### config.mk
export PLATFORM = sky130hd
export DESIGN_NAME = mario_objdma
export DESIGN_NICKNAME = d
export VERILOG_FILES = /design/src/rtl/mario_objdma.sv
export SDC_FILE = /design/constraint.sdc
export NUM_CORES = 1
export LEC_CHECK = 0
export BUFFER_PORTS_ARGS = -buffer_cell sky130_fd_sc_hd__buf_2
export CELL_PAD_IN_SITES_DETAIL_PLACEMENT = 1
export CELL_PAD_IN_SITES_GLOBAL_PLACEMENT = 1
export CORE_UTILIZATION = 39
export CTS_CLUSTER_SIZE = 16
export DETAILED_ROUTE_END_ITERATION = 7
export PLACE_DENSITY_LB_ADDON = 0.08
export SLEW_MARGIN = 30
export SYNTH_ARGS = -nofsm -noshare
export SYNTH_HDL_FRONTEND = slang
export SYNTH_SLANG_ARGS = --single-unit
### constraint.sdc
create_clock -name I_CLK_48M -period 2.6 [get_ports I_CLK_48M]
set_input_delay 0.39 -clock I_CLK_48M [delete_from_list [all_inputs] [get_ports I_CLK_48M]]
set_output_delay 0.39 -clock I_CLK_48M [all_outputs]
set_load 0.03 [all_outputs]
### src/rtl/mario_objdma.sv
// Sprite DMA initiator: takes the Z80 bus, copies LENGTH bytes starting at
// SRC_BASE out of CPU work RAM and presents them on the object-RAM write port.
//
// state   | meaning
// --------+--------------------------------------------------------------
// IDLE    | bus released; a start edge sets pending, next cen leaves
// REQ     | BUSRQn asserted, waiting for BUSAKn low on a cen
// READ    | source address and RDn driven; data latched on the next cen
// WRITE   | one-clock CE already issued; advance counter or finish
// RELEASE | BUSRQn released, waiting for the CPU to drop its acknowledge
module mario_objdma #(
  parameter logic [15:0] SRC_BASE = 16'h6900,
  parameter int          LENGTH   = 384
) (
  input  logic        I_CLK_48M,
  input  logic        I_RESETn,
  input  logic        I_CEN_6M,
  input  logic        I_START,
  input  logic        I_BUSAKn,
  input  logic [7:0]  I_SRC_D,
  output logic        O_BUSRQn,
  output logic [15:0] O_SRC_A,
  output logic        O_SRC_RDn,
  output logic [9:0]  O_OBJDMA_A,
  output logic [7:0]  O_OBJDMA_D,
  output logic        O_OBJDMA_CE,
  output logic        O_BUSY
);

  // A counter of 10 bits covers every legal length; anything else is refused.
  if (LENGTH < 1 || LENGTH > 1024) begin : g_bad_length
    $error("mario_objdma: LENGTH must lie in 1..1024");
  end

  localparam logic [9:0] LAST = 10'(LENGTH - 1);

  typedef enum logic [2:0] {
    S_IDLE,
    S_REQ,
    S_READ,
    S_WRITE,
    S_RELEASE
  } state_t;

  state_t      state_q, state_d;
  logic [9:0]  cnt_q, cnt_d;
  logic        pend_q, pend_d;
  logic        start_q;
  logic [9:0]  obj_a_q, obj_a_d;
  logic [7:0]  obj_d_q, obj_d_d;
  logic        ce_q, ce_d;

  // State, counter, edge history and write-port registers.
  always_ff @(posedge I_CLK_48M or negedge I_RESETn) begin
    if (!I_RESETn) begin
      state_q <= S_IDLE;
      cnt_q   <= '0;
      pend_q  <= 1'b0;
      start_q <= 1'b0;
      obj_a_q <= '0;
      obj_d_q <= '0;
      ce_q    <= 1'b0;
    end else begin
      state_q <= state_d;
      cnt_q   <= cnt_d;
      pend_q  <= pend_d;
      start_q <= I_START;
      obj_a_q <= obj_a_d;
      obj_d_q <= obj_d_d;
      ce_q    <= ce_d;
    end
  end

  // Next-state logic; a high BUSAKn during READ/WRITE simply holds everything.
  always_comb begin
    state_d = state_q;
    cnt_d   = cnt_q;
    pend_d  = pend_q;
    obj_a_d = obj_a_q;
    obj_d_d = obj_d_q;
    ce_d    = 1'b0;
    case (state_q)
      S_IDLE: begin
        if (I_START && !start_q) pend_d = 1'b1;
        if (I_CEN_6M && pend_q) begin
          pend_d  = 1'b0;
          state_d = S_REQ;
        end
      end
      S_REQ: begin
        if (I_CEN_6M && !I_BUSAKn) begin
          cnt_d   = '0;
          state_d = S_READ;
        end
      end
      S_READ: begin
        if (I_CEN_6M && !I_BUSAKn) begin
          obj_d_d = I_SRC_D;
          obj_a_d = cnt_q;
          ce_d    = 1'b1;
          state_d = S_WRITE;
        end
      end
      S_WRITE: begin
        if (I_CEN_6M && !I_BUSAKn) begin
          if (cnt_q == LAST) begin
            state_d = S_RELEASE;
          end else begin
            cnt_d   = cnt_q + 10'd1;
            state_d = S_READ;
          end
        end
      end
      S_RELEASE: begin
        if (I_CEN_6M && I_BUSAKn) state_d = S_IDLE;
      end
      default: state_d = S_IDLE;
    endcase
  end

  // Bus-side outputs decode straight from state so reset releases them at once.
  always_comb begin
    O_BUSRQn    = !(state_q == S_REQ || state_q == S_READ || state_q == S_WRITE);
    O_SRC_RDn   = (state_q != S_READ);
    O_SRC_A     = SRC_BASE + {6'd0, cnt_q};
    O_BUSY      = (state_q != S_IDLE) || pend_q;
    O_OBJDMA_A  = obj_a_q;
    O_OBJDMA_D  = obj_d_q;
    O_OBJDMA_CE = ce_q;
  end

endmodule
# Word-level counts from Yosys, hierarchy flattened
# Cells that the tools add are included.
# Widths: inputs -> output; s select.
[word_totals] regBits=34 in_bits=13 wordCells=54
[op_classes] eq_ne=12 n_mux=15 addsub=2 reduce_logical=18
[op_table] operator="$mux 10" count=3
[op_table] operator="$pmux 10 s2" count=1
[op_table] operator="$mux 3" count=6
[op_table] operator="$add 15x10->16 const A" count=1
[op_table] operator="$pmux 3 s5" count=1
[op_table] operator="$ne 2x2->1 const B" count=6
[op_table] operator="$add 10x1->10 const B" count=1
[op_table] operator="$eq 10x9->1 const B" count=1
[op_table] operator="$eq 3x2->1 const B" count=2
[op_table] operator="$reduce_and 5->1" count=1
[op_table] operator="$logic_and 1x1->1" count=4
[op_table] operator="$mux 1" count=4
[op_table] operator="$reduce_and 2->1" count=2
[op_table] operator="$reduce_and 4->1" count=1
[op_table] operator="$reduce_bool 2->1" count=2
[op_table] operator="$eq 3x1->1 const B" count=1
[op_table] operator="$eq 3x3->1 const B" count=1
[op_table] operator="$logic_not 1->1" count=3
[op_table] operator="$logic_not 3->1" count=1
[op_table] operator="$logic_or 1x1->1" count=3
[op_table] operator="$ne 3x2->1 const B" count=1
[op_table] operator="$reduce_bool 3->1" count=1

# Logic depth before layout (Yosys ltp)
# Gate-level depths: netlist of run 1.
[logic_depth] ltp_word=4 ltp_mapped=7 mapped_depth_nobuf=6

# Least setup slack after synthesis of run 1
# Ideal clock, no wire load.
[synth_timing] kind="register to register" startpoint="register cnt_q[0]" endpoint="register cnt_q[9]" required_time_ns=2.496 t_arrival_ns=1.781 stages_incl_launch_ff=7 slack_ns=0.716 setup_time_ns=0.104 path_buffers=1 path_cell_list="dfrtp_1 > ha_1 > and3_1 > and3_4 > or3_4 > buf_6 > o41ai_2"
[synth_between] elab_chain_len=4 elab_cells_between_ends=7
[synth_rtl] item="from (decl)" line="46" text="logic [9:0] cnt_q, cnt_d;"
[synth_rtl] item="from (signal assigned)" line="65" text="cnt_q <= cnt_d;"
[synth_rtl] item="$add 10x1->10" line="109" text="cnt_d = cnt_q + 10'd1;"
[synth_rtl] item="$mux 10" line="106" text="if (cnt_q == LAST) begin"
[synth_rtl] item="$mux 10" line="105" text="if (I_CEN_6M && !I_BUSAKn) begin"
[synth_rtl] item="$pmux 10 s2" line="82" text="case (state_q)"
# Several ways; a longest one is shown, not always the timed one. The select of a mux whose other input is x is not followed.
# A chain may end at the register's enable or synchronous reset.

# Final worst setup path of run 1
# Ends and elaborated chain as after synthesis.

==> impl_results.html, run 1 <==
<table>
<tr><th>Metric</th><th>Value</th></tr>
<tr><th colspan="2">Status</th></tr>
<tr><td>Result of the run</td><td>completed</td></tr>
<tr><th colspan="2">Floorplanning</th></tr>
<tr><td>Vertical extent of the die</td><td>67.6 um</td></tr>
<tr><td>Die outline width</td><td>67.6 um</td></tr>
<tr><td>Number of ports placed on the die boundary</td><td>51</td></tr>
<tr><td>Row count</td><td>23</td></tr>
<tr><td>Placeable core region</td><td>4060 um2</td></tr>
<tr><td>Die area</td><td>4570 um2</td></tr>
<tr><td>Initial standard-cell utilization of the core</td><td>0.413</td></tr>
<tr><th colspan="2">Routing</th></tr>
<tr><td>Violation count after the first detailed-route iteration</td><td>47</td></tr>
<tr><td>Via total after detailed routing</td><td>1249</td></tr>
<tr><td>Number of nets with antenna violations after detailed routing</td><td>0</td></tr>
<tr><td>Number of remaining DRC errors</td><td>0</td></tr>
<tr><td>First-pass detailed-route iteration total</td><td>4</td></tr>
<tr><td>Routed Wire Length</td><td>between 3 and 4 mm</td></tr>
<tr><td>Avg Vias per Cell</td><td>5.27</td></tr>
<tr><td>WL/cell</td><td>15.1 um</td></tr>
<tr><th colspan="2">Cells and area</th></tr>
<tr><td>Count of nets after finishing</td><td>202</td></tr>
<tr><td>Ratio of cells with drive above 1 in the final layout</td><td>0.385</td></tr>
<tr><td>Area delta synth-&gt;final</td><td>16.3%</td></tr>
<tr><td>Diode insertion count for antenna repair</td><td>0</td></tr>
<tr><td>Final std cell area, no fill</td><td>1950 um2</td></tr>
<tr><th colspan="2">Timing</th></tr>
<tr><td>Crit path setup slack, layout</td><td>roughly 0.54 ns</td></tr>
<tr><td>Worst hold slack</td><td>0.170 ns</td></tr>
<tr><td>Final worst path period need</td><td>about 2.1 ns</td></tr>
<tr><td>Ratio of final minimum period to clock period</td><td>0.793</td></tr>
<tr><td>Setup repair after global routing missed its margin</td><td>no</td></tr>
<tr><td>Worst-margin pin slew</td><td>0.761 ns</td></tr>
<tr><td>Maximum frequency from static timing analysis</td><td>~480 MHz</td></tr>
<tr><td>Setup TNS after final layout</td><td>0 ns</td></tr>
<tr><td>Final hold violations</td><td>0</td></tr>
<tr><td>Relative max-transition margin</td><td>0.493</td></tr>
<tr><td>Total setup violations reported at the end of the flow</td><td>0</td></tr>
<tr><td>Number of max-slew violations in the final report</td><td>0</td></tr>
<tr><td>Post-route clock skew</td><td>0.00823 ns</td></tr>
<tr><th colspan="2">Logic synthesis</th></tr>
<tr><td>Combined area of all synthesized cells</td><td>1680 um2</td></tr>
<tr><td>Number of library cell types mapped by synthesis</td><td>36</td></tr>
<tr><td>Proportion of synthesized chip area in sequential cells</td><td>0.507</td></tr>
<tr><td>Number of warning messages in the yosys log</td><td>0</td></tr>
<tr><td>FF+latch count, synth</td><td>34</td></tr>
<tr><td>Main area contributors after synthesis</td><td>sky130_fd_sc_hd__dfrtp_1 51%, sky130_fd_sc_hd__mux2_2 11%, sky130_fd_sc_hd__buf_4 5.8%</td></tr>
<tr><td>Cell taking the most area after synthesis</td><td>sky130_fd_sc_hd__dfrtp_1</td></tr>
<tr><td>Cell count after synthesis</td><td>151</td></tr>
<tr><td>Area share of the largest cell type after synthesis</td><td>0.507</td></tr>
<tr><td>Average cell area after synthesis</td><td>11.1 um2</td></tr>
<tr><th colspan="2">Critical path</th></tr>
<tr><td>Nature of the critical path endpoint</td><td>flip-flop</td></tr>
<tr><td>Start point of the critical path</td><td>cnt_q[0]$_DFFE_PN0P_</td></tr>
<tr><td>Crit path max fanout</td><td>13</td></tr>
<tr><td>Worst Path Arrival</td><td>2.24 ns</td></tr>
<tr><td>Worst endpoint required time</td><td>2.78 ns</td></tr>
<tr><td>Worst setup path class</td><td>flip-flop to flip-flop</td></tr>
<tr><td>FF-to-FF Start</td><td>cnt_q[0]$_DFFE_PN0P_</td></tr>
<tr><td>Worst Setup Start Kind</td><td>flip-flop</td></tr>
<tr><th colspan="2">Clocking</th></tr>
<tr><td>CTS-repair resized insts</td><td>0</td></tr>
<tr><td>Clock latency on the worst-skew pair</td><td>about 0.29 ns</td></tr>
<tr><td>CTS Root Buffer Type</td><td>sky130_fd_sc_hd__clkbuf_8</td></tr>
<tr><td>CTS tree</td><td>built</td></tr>
<tr><td>Number of buffers added by the clock tree synthesis step</td><td>5</td></tr>
<tr><td>Number of buffers inserted to repair setup after CTS</td><td>0</td></tr>
<tr><td>Post-cts hold buffer count</td><td>0</td></tr>
<tr><td>Clk sink count</td><td>34</td></tr>
<tr><td>Clock Pin Slew Worst Setup and Hold Paths</td><td>around 0.07 ns</td></tr>
<tr><td>Clock tree buffer depth</td><td>2</td></tr>
<tr><td>Maximum level of the CTS H-tree</td><td>2</td></tr>
<tr><th colspan="2">Global route</th></tr>
<tr><td>Grt met3 use</td><td>0.0422</td></tr>
<tr><td>Met2 routing resource usage after global routing</td><td>0.302</td></tr>
<tr><td>All-Layer GR Usage</td><td>0.177</td></tr>
<tr><td>First-pass GRT wire length</td><td>roughly 5.9 mm</td></tr>
<tr><td>Global route hottest layer</td><td>met2</td></tr>
<tr><td>Grt ovf</td><td>0</td></tr>
<tr><td>Vias in the first global route</td><td>1254</td></tr>
<tr><td>Pin count of the biggest net entering global routing</td><td>35</td></tr>
<tr><td>Met1 Usage GRT</td><td>0.209</td></tr>
<tr><td>Antenna violations before repair</td><td>0</td></tr>
<tr><th colspan="2">Power and ir drop</th></tr>
<tr><td>Highest ir drop seen on vdd</td><td>around 350 uV</td></tr>
<tr><td>Power Dens Cells</td><td>995 nW/um2</td></tr>
<tr><td>Static power due to leakage</td><td>0.996 nW</td></tr>
<tr><th colspan="2">Hold path</th></tr>
<tr><td>Worst hold path class</td><td>input port to asynchronous set/reset pin</td></tr>
<tr><th colspan="2">Place</th></tr>
<tr><td>Final weighted congestion in routability-driven placement</td><td>0.845</td></tr>
<tr><td>HPWL after detailed placement</td><td>around 2.5 mm</td></tr>
<tr><td>DP Worst Slack</td><td>0.553 ns</td></tr>
<tr><td>Placement-stage cell area</td><td>around 1800 um2</td></tr>
<tr><td>Count of buffers inserted at the top-level ports</td><td>45</td></tr>
<tr><th colspan="2">Run</th></tr>
<tr><td>Maxcap violations</td><td>0</td></tr>
</table>
==> Yosys cell counts <==
library cell and n:
sky130_fd_sc_hd__or3_4 1, sky130_fd_sc_hd__buf_4 13, sky130_fd_sc_hd__nor2b_1 1, sky130_fd_sc_hd__nand4b_1 1, sky130_fd_sc_hd__o21bai_1 1, sky130_fd_sc_hd__nand4bb_1 1, sky130_fd_sc_hd__conb_1 2, sky130_fd_sc_hd__a21oi_1 1
sky130_fd_sc_hd__and3_4 1, sky130_fd_sc_hd__clkbuf_1 5, sky130_fd_sc_hd__buf_6 2, sky130_fd_sc_hd__inv_1 8, sky130_fd_sc_hd__a211oi_1 2, sky130_fd_sc_hd__and3b_1 2, sky130_fd_sc_hd__o41ai_1 1, sky130_fd_sc_hd__o41ai_2 1
sky130_fd_sc_hd__o31ai_1 9, sky130_fd_sc_hd__and2_1 1, sky130_fd_sc_hd__ha_1 3, sky130_fd_sc_hd__a41oi_1 1, sky130_fd_sc_hd__a22o_1 1, sky130_fd_sc_hd__mux2_2 16, sky130_fd_sc_hd__buf_1 1, sky130_fd_sc_hd__nand2_1 5
sky130_fd_sc_hd__nand3_1 4, sky130_fd_sc_hd__nor2_1 5, sky130_fd_sc_hd__a31oi_1 6, sky130_fd_sc_hd__o22ai_1 2, sky130_fd_sc_hd__nor3_1 4, sky130_fd_sc_hd__dfrtp_1 34, sky130_fd_sc_hd__nand4_1 1, sky130_fd_sc_hd__nand3b_1 1
sky130_fd_sc_hd__nand2b_1 2, sky130_fd_sc_hd__o21ai_0 8, sky130_fd_sc_hd__buf_2 1, sky130_fd_sc_hd__and3_1 3
==> cell families after synthesis <==
logic type               Yosys count  share of synthesized area
AND/OR/NAND/NOR                   33                      0.116
flip-flops                        34                      0.507
buffers and inverters             30                      0.106
other                              2                    0.00448
AO/OA/AOI/OAI                     33                      0.136
adder cells (fa/ha/maj)            3                     0.0224
multiplexers                      16                      0.107
==> cell usage in the layout (no fill, tap or decap), types with 2 or more instances in the layout <==
| cell type | count |
|---|---|
| sky130_fd_sc_hd__and3_1 | 3 |
| sky130_fd_sc_hd__a211oi_1 | 2 |
| sky130_fd_sc_hd__conb_1 | 5 |
| sky130_fd_sc_hd__nand3_1 | 4 |
| sky130_fd_sc_hd__and3b_1 | 2 |
| sky130_fd_sc_hd__clkbuf_8 | 5 |
| sky130_fd_sc_hd__buf_2 | 45 |
| sky130_fd_sc_hd__clkbuf_1 | 2 |
| sky130_fd_sc_hd__nand2b_1 | 2 |
| sky130_fd_sc_hd__mux2_2 | 16 |
| sky130_fd_sc_hd__nor3_1 | 4 |
| sky130_fd_sc_hd__nor2_1 | 5 |
| sky130_fd_sc_hd__inv_1 | 8 |
| sky130_fd_sc_hd__o21ai_0 | 8 |
| sky130_fd_sc_hd__a31oi_1 | 6 |
| sky130_fd_sc_hd__ha_1 | 3 |
| sky130_fd_sc_hd__buf_4 | 2 |
| sky130_fd_sc_hd__o22ai_1 | 2 |
| sky130_fd_sc_hd__dfrtp_1 | 34 |
| sky130_fd_sc_hd__o31ai_1 | 9 |
| sky130_fd_sc_hd__nand2_1 | 5 |
==> state kept, by name, indices dropped and copies added (netlist names) <==
signal / flops
O_OBJDMA_D: 8
O_OBJDMA_A: 10
pend_q: 1
start_q: 1
cnt_q: 10
state_q: 3
O_OBJDMA_CE: 1
==> final timing paths <==
check | endpoint | slack, ns | depth (start not counted)
worst max-delay path | cnt_q[9]$_DFFE_PN0P_ | 0.54 | 5
worst min-delay path | O_OBJDMA_D[5]$_DFFE_PN0P_ | 0.17 | 1
worst max register to register | cnt_q[9]$_DFFE_PN0P_ | 0.54 | 5
worst min register to register | O_OBJDMA_A[8]$_DFFE_PN0P_ | 0.48 | 2
max in group asynchronous | cnt_q[2]$_DFFE_PN0P_ | 1.93 | 1
min in group I_CLK_48M | start_q$_DFF_PN0_ | 0.22 | 1
==> cell type report <==
cell class | instances | area (um2)
fillers | 475 | 2110
well taps | 50 | 62.6
repair buffers | 47 | 240
clock inverters | 1 | 30.0
inverters | 8 | 30.0
flip-flops and latches | 34 | 851
clock buffers | 7 | 76.3
multi-input cells | 90 | 659
==> worst max-delay path, cell delays in order (launching register included) <==
cell	delay [ns]
sky130_fd_sc_hd__dfrtp_1	0.43
sky130_fd_sc_hd__ha_1	0.29
sky130_fd_sc_hd__and3_1	0.20
sky130_fd_sc_hd__and3_4	0.22
sky130_fd_sc_hd__or3_4	0.46
sky130_fd_sc_hd__o41ai_2	0.35
==> power by group <==
part / internal, mW / total, mW / switching [mW]
Sequential: 0.664 / 0.760 / 0.0957
Clock: 0.287 / 0.473 / 0.186
Combinational: 0.237 / 0.707 / 0.469
==> per-layer routing <==
layer / share of wire / up-vias
met5: 0 / -
met1: 0.43 / 617
li1: - / 592
met2: 0.51 / 35
met4: 0.013 / 0
met3: 0.050 / 5
==> metrics by stage <==
stage               instances   util  total power, mW
finish                    237  0.480             1.94
CTS                       237  0.480             1.97
global placement          229  0.454             1.45
detailed placement        229  0.454             1.49
floorplan                 154      -             1.30
global route              237  0.480             2.06
No activity file was read; power rests on OpenSTA's default activity.
==> run 2: changes to the inputs <==
- CORE_UTILIZATION: 39 -> 35
- clock period: 2.6 -> 1.71 ns (I/O delays scaled with it)
==> impl_results.html, run 2 (synthesis gave the netlist of run 1 again) <==
<table>
<tr><th>Metric</th><th>Value</th></tr>
<tr><th colspan="2">Critical path</th></tr>
<tr><td>Slowest library cell on the worst path</td><td>sky130_fd_sc_hd__dfrtp_1</td></tr>
<tr><td>Cells along the critical path</td><td>inv_2 &gt; ha_2 &gt; and3b_1 &gt; and3_4 &gt; buf_4 &gt; o31ai_1 &gt; o41ai_2</td></tr>
<tr><td>Reg-to-reg setup timing slack</td><td>0.08 ns (-0.46 ns)</td></tr>
<tr><td>Crit path largest cell delay</td><td>0.36 ns (-0.10 ns)</td></tr>
<tr><td>Nature of the critical path endpoint</td><td>flip-flop</td></tr>
<tr><td>Critical R2R Capture</td><td>cnt_q[9]$_DFFE_PN0P_</td></tr>
<tr><td>Worst setup path class</td><td>flip-flop to flip-flop</td></tr>
<tr><td>Worst endpoint required time</td><td>1.86 ns (-0.92 ns)</td></tr>
<tr><td>FF-to-FF Start</td><td>cnt_q[9]$_DFFE_PN0P_</td></tr>
<tr><td>Crit path max fanout</td><td>12 (-1)</td></tr>
<tr><td>Path depth of the worst reg2reg path</td><td>7 (+2)</td></tr>
<tr><td>Worst Path Arrival</td><td>1.79 ns (-0.45 ns)</td></tr>
<tr><td>Worst Setup Start Kind</td><td>flip-flop</td></tr>
<tr><th colspan="2">Cells and area</th></tr>
<tr><td>Commonest cells after routing, fill and taps aside</td><td>45 x sky130_fd_sc_hd__buf_2, 34 x sky130_fd_sc_hd__dfrtp_1, 16 x sky130_fd_sc_hd__mux2_2, 16 x sky130_fd_sc_hd__buf_4, 8 x sky130_fd_sc_hd__o21ai_0</td></tr>
<tr><td>Count of nets after finishing</td><td>220 (+8.9%)</td></tr>
<tr><td>Ratio of cells with drive above 1 in the final layout</td><td>0.488 (+0.103)</td></tr>
<tr><td>Final design utilization</td><td>0.483 (+0.00252)</td></tr>
<tr><td>Area delta synth-&gt;final</td><td>28.9%</td></tr>
<tr><td>Most common cell after layout, fill and taps aside</td><td>sky130_fd_sc_hd__buf_2</td></tr>
<tr><td>Diode insertion count for antenna repair</td><td>0 (unchanged)</td></tr>
<tr><th colspan="2">Hold path</th></tr>
<tr><td>Worst hold start</td><td>I_START</td></tr>
<tr><td>Hold depth</td><td>1</td></tr>
<tr><td>Worst hold path class</td><td>input port to flip-flop</td></tr>
<tr><td>Hold Path End</td><td>start_q$_DFF_PN0_</td></tr>
<tr><th colspan="2">Global route</th></tr>
<tr><td>Vias in the first global route</td><td>1342 (+7.0%)</td></tr>
<tr><td>Pin count of the biggest net entering global routing</td><td>35 (unchanged)</td></tr>
<tr><td>Grt ovf</td><td>0 (unchanged)</td></tr>
<tr><td>All-Layer GR Usage</td><td>0.167 (-0.0106)</td></tr>
<tr><td>Antenna violations before repair</td><td>0 (unchanged)</td></tr>
<tr><td>First-pass GRT wire length</td><td>6.52 mm (+11%)</td></tr>
<tr><th colspan="2">Routing</th></tr>
<tr><td>Routed Wire Length</td><td>3.93 mm (+9.8%)</td></tr>
<tr><td>Violation count after the first detailed-route iteration</td><td>37 (-21%)</td></tr>
<tr><td>First-pass detailed-route iteration total</td><td>6 (+2)</td></tr>
<tr><td>Number of nets with antenna violations after detailed routing</td><td>0 (unchanged)</td></tr>
<tr><td>Via total after detailed routing</td><td>1329 (+6.4%)</td></tr>
<tr><td>WL/cell</td><td>15.3 um (+1.3%)</td></tr>
<tr><td>Number of remaining DRC errors</td><td>2 (+2)</td></tr>
<tr><td>Avg Vias per Cell</td><td>5.17 (-1.9%)</td></tr>
<tr><th colspan="2">Power and ir drop</th></tr>
<tr><td>Relative contribution of sequential cells to total power</td><td>0.379 (-0.013)</td></tr>
<tr><td>Power Dens Cells</td><td>1370 nW/um2 (+38%)</td></tr>
<tr><td>Static power due to leakage</td><td>1.09 nW (+9.5%)</td></tr>
<tr><td>Highest ir drop seen on vdd</td><td>641 uV (+82%)</td></tr>
<tr><td>Net Sw Frac</td><td>0.399 (+0.0119)</td></tr>
<tr><td>Net switching power</td><td>1.18 mW (+57%)</td></tr>
<tr><td>Clock network fraction of total power</td><td>0.200 (-0.044)</td></tr>
<tr><td>Share of total power in combinational logic</td><td>0.420 (+0.056)</td></tr>
<tr><td>Internal power summed over all cells</td><td>1.78 mW (+50%)</td></tr>
<tr><th colspan="2">Clocking</th></tr>
<tr><td>CTS tree</td><td>built</td></tr>
<tr><td>Clock tree buffer depth</td><td>2 (unchanged)</td></tr>
<tr><td>Number of buffers added by the clock tree synthesis step</td><td>5 (unchanged)</td></tr>
<tr><td>Clock latency on the worst-skew pair</td><td>0.28 ns (about the same)</td></tr>
<tr><td>CTS Root Buffer Type</td><td>sky130_fd_sc_hd__clkbuf_8</td></tr>
<tr><td>Clk sink count</td><td>34 (unchanged)</td></tr>
<tr><td>Clock Pin Slew Worst Setup and Hold Paths</td><td>0.07 ns (about the same)</td></tr>
<tr><td>Number of buffers inserted to repair setup after CTS</td><td>0 (unchanged)</td></tr>
<tr><td>Maximum level of the CTS H-tree</td><td>2 (unchanged)</td></tr>
<tr><th colspan="2">Timing</th></tr>
<tr><td>Final worst path period need</td><td>1.63 ns (-0.429 ns)</td></tr>
<tr><td>Number of max-slew violations in the final report</td><td>0 (unchanged)</td></tr>
<tr><td>Final hold violations</td><td>0 (unchanged)</td></tr>
<tr><td>Worst hold slack</td><td>0.0983 ns (-0.0713 ns)</td></tr>
<tr><td>Ratio of final minimum period to clock period</td><td>0.956 (+0.162)</td></tr>
<tr><td>Total setup violations reported at the end of the flow</td><td>0 (unchanged)</td></tr>
<tr><td>Maximum frequency from static timing analysis</td><td>612 MHz (+26%)</td></tr>
<tr><td>Post-route clock skew</td><td>0.00582 ns (-0.00241 ns)</td></tr>
<tr><th colspan="2">Status</th></tr>
<tr><td>Result of the run</td><td>complete, but fails checks</td></tr>
<tr><td>Failing checks</td><td>design-rule violations</td></tr>
<tr><th colspan="2">Place</th></tr>
<tr><td>Final weighted congestion in routability-driven placement</td><td>0.774 (-8.4%)</td></tr>
<tr><td>HPWL after detailed placement</td><td>2.86 mm (+14%)</td></tr>
<tr><td>Count of buffers inserted at the top-level ports</td><td>45 (unchanged)</td></tr>
<tr><th colspan="2">Floorplanning</th></tr>
<tr><td>Die outline width</td><td>71.2 um (+5.4%)</td></tr>
<tr><td>Placeable core region</td><td>4470 um2 (+10%)</td></tr>
<tr><td>Vertical extent of the die</td><td>71.2 um (+5.4%)</td></tr>
<tr><td>Initial standard-cell utilization of the core</td><td>0.375 (-0.0385)</td></tr>
<tr><td>Row count</td><td>24 (+4.3%)</td></tr>
<tr><td>Die area</td><td>5070 um2 (+11%)</td></tr>
<tr><td>Number of ports placed on the die boundary</td><td>51 (unchanged)</td></tr>
<tr><th colspan="2">Run</th></tr>
<tr><td>Maxcap violations</td><td>0 (unchanged)</td></tr>
</table>
run 2: area by class of cell:
cell class	instances	area, um2
Fill cell	514	2310
Sequential cell	34	851
Multi-Input combinational cell	91	737
Timing Repair Buffer	64	387
Clock buffer	7	86.3
Tap cell	52	65.1
Inverter	8	30.0
Clock inverter	1	5.00
run 2: power by group through the flow:
| stage | Sequential [mW] | Clock, mW | Combinational [mW] |
|---|---|---|---|
| after floorplan | 1.44 | 0 | 0.532 |
| after global placement | 1.12 | 0 | 1.18 |
| after detailed placement | 1.14 | 0 | 1.21 |
| after CTS | 1.12 | 0.619 | 1.22 |
| after global routing | 1.16 | 0.647 | 1.35 |
| final | 1.12 | 0.594 | 1.25 |
run 2: critical path: cells and delay by family (launching register included):
family / cells / cell delay (ns)
buf+inv: 2 / 0.23
compound gates: 2 / 0.40
fa+ha+maj: 1 / 0.15
simple gates: 2 / 0.36
flops: 1 / 0.36
run 2: stage by stage:
stage	setup slack, ns	TNS [ns]	instance area [um2]	instances	power, mW
after floorplan	-0.00354	-0.00354	1700	154	1.98
after global placement	0.0745	0	1990	247	2.29
after detailed placement	0.00269	0	1990	247	2.35
after CTS	0.0109	0	2090	256	2.96
after global routing	-0.0244	-0.0244	2160	257	3.15
final	0.0760	0	2160	257	2.96
run 2: how the worst max path moves through the flow:
| stage | start | to | slack, ns | depth (start not counted) |
|---|---|---|---|---|
| 4_1_cts | cnt_q[9]$_DFFE_PN0P_ | cnt_q[9]$_DFFE_PN0P_ | 0.01 | 6 |
| 3_3_place_gp | cnt_q[8]$_DFFE_PN0P_ | cnt_q[9]$_DFFE_PN0P_ | 0.07 | 5 |
| 3_5_place_dp | cnt_q[9]$_DFFE_PN0P_ | cnt_q[4]$_DFFE_PN0P_ | 0.003 | 6 |
| 6_report | cnt_q[9]$_DFFE_PN0P_ | cnt_q[9]$_DFFE_PN0P_ | 0.08 | 7 |
| 5_1_grt | cnt_q[9]$_DFFE_PN0P_ | cnt_q[5]$_DFFE_PN0P_ | -0.02 | 7 |
| 2_1_floorplan | cnt_q[9]$_DFFE_PN0P_ | cnt_q[9]$_DFFE_PN0P_ | -0.004 | 7 |
run 2: routing by layer:
layer | track usage | vias up | routed length [um]
met5 | 0 | - | 0
met4 | 0.0533 | 0 | 38
met3 | 0.0380 | 4 | 153
met2 | 0.292 | 31 | 2050
met1 | 0.203 | 664 | 1680
li1 | - | 630 | -
run 2: repair_timing:
item                       4_1_cts  5_1_grt
gates resized for setup          1       12
pin swaps                        0        2
hold buffers                     1        0
hold endpoints to repair        34        0
setup endpoints to repair        1        8
gates cloned                     0        1
==> run 3: changes to the inputs <==
- CAP_MARGIN: default -> 20
- REMOVE_ABC_BUFFERS: default -> 1
==> impl_results.html, run 3 (synthesis gave the netlist of run 1 again) <==
<table>
<tr><th>Metric</th><th>Value</th></tr>
<tr><th colspan="2">Cells and area</th></tr>
<tr><td>Most common cell after layout, fill and taps aside</td><td>sky130_fd_sc_hd__buf_2</td></tr>
<tr><td>Commonest cells after routing, fill and taps aside</td><td>45 x sky130_fd_sc_hd__buf_2, 34 x sky130_fd_sc_hd__dfrtp_1, 21 x sky130_fd_sc_hd__buf_4</td></tr>
<tr><td>Area delta synth-&gt;final</td><td>29.2%</td></tr>
<tr><td>Count of nets after finishing</td><td>222 (+0.91%)</td></tr>
<tr><td>Diode insertion count for antenna repair</td><td>0 (unchanged)</td></tr>
<tr><td>Final design utilization</td><td>0.484 (+0.00112)</td></tr>
<tr><td>Fillers</td><td>505 (-1.8%)</td></tr>
<tr><td>Final std cell area, no fill</td><td>2170 um2 (+0.23%)</td></tr>
<tr><td>Ratio of cells with drive above 1 in the final layout</td><td>0.517 (+0.0291)</td></tr>
<tr><th colspan="2">Floorplanning</th></tr>
<tr><td>Initial standard-cell utilization of the core</td><td>0.375 (unchanged)</td></tr>
<tr><td>Die outline width</td><td>71.2 um (unchanged)</td></tr>
<tr><td>Placeable core region</td><td>4470 um2 (unchanged)</td></tr>
<tr><td>Number of ports placed on the die boundary</td><td>51 (unchanged)</td></tr>
<tr><td>Vertical extent of the die</td><td>71.2 um (unchanged)</td></tr>
<tr><td>Die area</td><td>5070 um2 (unchanged)</td></tr>
<tr><td>Row count</td><td>24 (unchanged)</td></tr>
<tr><th colspan="2">Critical path</th></tr>
<tr><td>Worst Setup Start Kind</td><td>flip-flop</td></tr>
<tr><td>FF-to-FF Start</td><td>cnt_q[0]$_DFFE_PN0P_</td></tr>
<tr><td>Crit path max fanout</td><td>7 (-5)</td></tr>
<tr><td>Nature of the critical path endpoint</td><td>flip-flop</td></tr>
<tr><td>Worst Path Arrival</td><td>1.91 ns (+0.12 ns)</td></tr>
<tr><td>Worst setup path class</td><td>flip-flop to flip-flop</td></tr>
<tr><td>Start point of the critical path</td><td>cnt_q[0]$_DFFE_PN0P_</td></tr>
<tr><td>Worst endpoint required time</td><td>1.93 ns (+0.07 ns)</td></tr>
<tr><th colspan="2">Global route</th></tr>
<tr><td>Vias in the first global route</td><td>1302 (-3.0%)</td></tr>
<tr><td>Antenna violations before repair</td><td>0 (unchanged)</td></tr>
<tr><td>All-Layer GR Usage</td><td>0.163 (-0.00348)</td></tr>
<tr><td>First-pass GRT wire length</td><td>6.31 mm (-3.3%)</td></tr>
<tr><td>Grt ovf</td><td>0 (unchanged)</td></tr>
<tr><td>Pin count of the biggest net entering global routing</td><td>35 (unchanged)</td></tr>
<tr><th colspan="2">Place</th></tr>
<tr><td>DP Worst Slack</td><td>-0.0889 ns (-0.0916 ns)</td></tr>
<tr><td>Final weighted congestion in routability-driven placement</td><td>0.810 (+4.6%)</td></tr>
<tr><td>Placement-stage cell area</td><td>1980 um2 (-0.25%)</td></tr>
<tr><td>Count of buffers inserted at the top-level ports</td><td>45 (unchanged)</td></tr>
<tr><td>HPWL after detailed placement</td><td>2.74 mm (-4.1%)</td></tr>
<tr><th colspan="2">Clocking</th></tr>
<tr><td>Number of buffers added by the clock tree synthesis step</td><td>5 (unchanged)</td></tr>
<tr><td>Maximum level of the CTS H-tree</td><td>2 (unchanged)</td></tr>
<tr><td>CTS tree</td><td>built</td></tr>
<tr><td>Clock Pin Slew Worst Setup and Hold Paths</td><td>0.07 ns (about the same)</td></tr>
<tr><td>Clk sink count</td><td>34 (unchanged)</td></tr>
<tr><td>Clock tree buffer depth</td><td>2 (unchanged)</td></tr>
<tr><td>Post-cts hold buffer count</td><td>0 (-1)</td></tr>
<tr><td>CTS Root Buffer Type</td><td>sky130_fd_sc_hd__clkbuf_8</td></tr>
<tr><td>Clock latency on the worst-skew pair</td><td>0.29 ns (about the same)</td></tr>
<tr><th colspan="2">Power and ir drop</th></tr>
<tr><td>Power Dens Cells</td><td>1370 nW/um2 (-0.21%)</td></tr>
<tr><td>Static power due to leakage</td><td>1.10 nW (+1.2%)</td></tr>
<tr><td>Highest ir drop seen on vdd</td><td>610 uV (-4.9%)</td></tr>
<tr><th colspan="2">Routing</th></tr>
<tr><td>Violation count after the first detailed-route iteration</td><td>43 (+16%)</td></tr>
<tr><td>Via total after detailed routing</td><td>1325 (-0.30%)</td></tr>
<tr><td>Number of nets with antenna violations after detailed routing</td><td>0 (unchanged)</td></tr>
<tr><td>Avg Vias per Cell</td><td>5.12 (-1.1%)</td></tr>
<tr><td>Routed Wire Length</td><td>3.83 mm (-2.6%)</td></tr>
<tr><td>Number of remaining DRC errors</td><td>5 (+3)</td></tr>
<tr><td>WL/cell</td><td>14.8 um (-3.3%)</td></tr>
<tr><td>First-pass detailed-route iteration total</td><td>6 (unchanged)</td></tr>
<tr><th colspan="2">Timing</th></tr>
<tr><td>Worst hold slack</td><td>0.0453 ns (-0.0530 ns)</td></tr>
<tr><td>Total setup violations reported at the end of the flow</td><td>0 (unchanged)</td></tr>
<tr><td>Number of max-slew violations in the final report</td><td>0 (unchanged)</td></tr>
<tr><td>Final worst path period need</td><td>1.69 ns (+0.0548 ns)</td></tr>
<tr><td>Final hold violations</td><td>0 (unchanged)</td></tr>
<tr><td>Relative max-transition margin</td><td>0.485</td></tr>
<tr><td>Crit path setup slack, layout</td><td>0.0213 ns (-0.0548 ns)</td></tr>
<tr><td>Maximum frequency from static timing analysis</td><td>592 MHz (-3.2%)</td></tr>
<tr><td>Post-route clock skew</td><td>0.00527 ns (-0.000550 ns)</td></tr>
<tr><td>Ratio of final minimum period to clock period</td><td>0.988 (+0.0320)</td></tr>
<tr><td>Worst-margin pin slew</td><td>0.773 ns</td></tr>
<tr><td>Setup repair after global routing missed its margin</td><td>yes</td></tr>
<tr><th colspan="2">Status</th></tr>
<tr><td>Failing checks</td><td>design-rule violations</td></tr>
<tr><td>Result of the run</td><td>complete, but fails checks</td></tr>
<tr><th colspan="2">Hold path</th></tr>
<tr><td>Worst hold path class</td><td>input port to asynchronous set/reset pin</td></tr>
<tr><th colspan="2">Run</th></tr>
<tr><td>Maxcap violations</td><td>0 (unchanged)</td></tr>
</table>
-- run 3: cell count changes in the layout (fill, tap and decap cells not counted), sizes merged --
cell,before,now
buf,63,67
clkbuf,7,6
clkinvlp,0,1
dlygate4sd3,1,0
or3,2,1
-- run 3: repair_timing --
item / CTS / global route
endpoints found under the setup margin: 7 / 6
buffers inserted: 0 / 2
resized for setup: 3 / 15
pin swaps: 2 / 5
-- run 3: report_power, final --
group          switching (mW)  internal [mW]  leakage [nW]
clock                   0.297          0.323        0.0472
sequential              0.109           1.01         0.440
combinational           0.784          0.440         0.615
total                    1.19           1.77          1.10
-- run 3: worst paths after layout --
path,to,slack (ns),cells past startpoint
setup / recovery,cnt_q[0]$_DFFE_PN0P_,0.02,6
hold / removal,O_OBJDMA_D[3]$_DFFE_PN0P_,0.05,1
setup reg to reg,cnt_q[0]$_DFFE_PN0P_,0.02,6
hold reg to reg,O_OBJDMA_A[8]$_DFFE_PN0P_,0.48,2
max in group asynchronous,state_q[1]$_DFFE_PN0P_,1.18,1
min in group I_CLK_48M,start_q$_DFF_PN0_,0.09,1
-- run 3: cell type report --
type | count | area [um2] | share of cell area
Clock buffer | 6 | 82.6 | 0.0381
Clock inverter | 2 | 12.5 | 0.00578
Timing Repair Buffer | 67 | 394 | 0.182
Sequential cell | 34 | 851 | 0.393
Inverter | 8 | 30.0 | 0.0139
Multi-Input combinational cell | 90 | 731 | 0.337
Tap cell | 52 | 65.1 | 0.0300
-- run 3: metal layers --
metal	vias up	wire [um]	global-route usage
met5	-	0	0
met4	0	46	0.0667
met1	649	1730	0.205
li1	634	-	-
met3	4	196	0.0436
met2	38	1850	0.267
-- run 3: through the flow --
stage | std cells | power [mW] | setup TNS (ns)
2_1_floorplan | 132 | 1.91 | -2.19
3_3_place_gp | 249 | 2.30 | -0.0418
3_5_place_dp | 249 | 2.34 | -0.294
4_1_cts | 257 | 2.97 | 0
5_1_grt | 259 | 3.14 | -0.137
6_report | 259 | 2.96 | 0
-- run 3: worst max-delay path, stage by stage, from the launching register on --
cell	delay, ns
sky130_fd_sc_hd__dfrtp_1	0.39
sky130_fd_sc_hd__ha_2	0.20
sky130_fd_sc_hd__and3_4	0.15
sky130_fd_sc_hd__and3_4	0.17
sky130_fd_sc_hd__or3_4	0.46
sky130_fd_sc_hd__buf_6	0.16
sky130_fd_sc_hd__o21ai_2	0.09
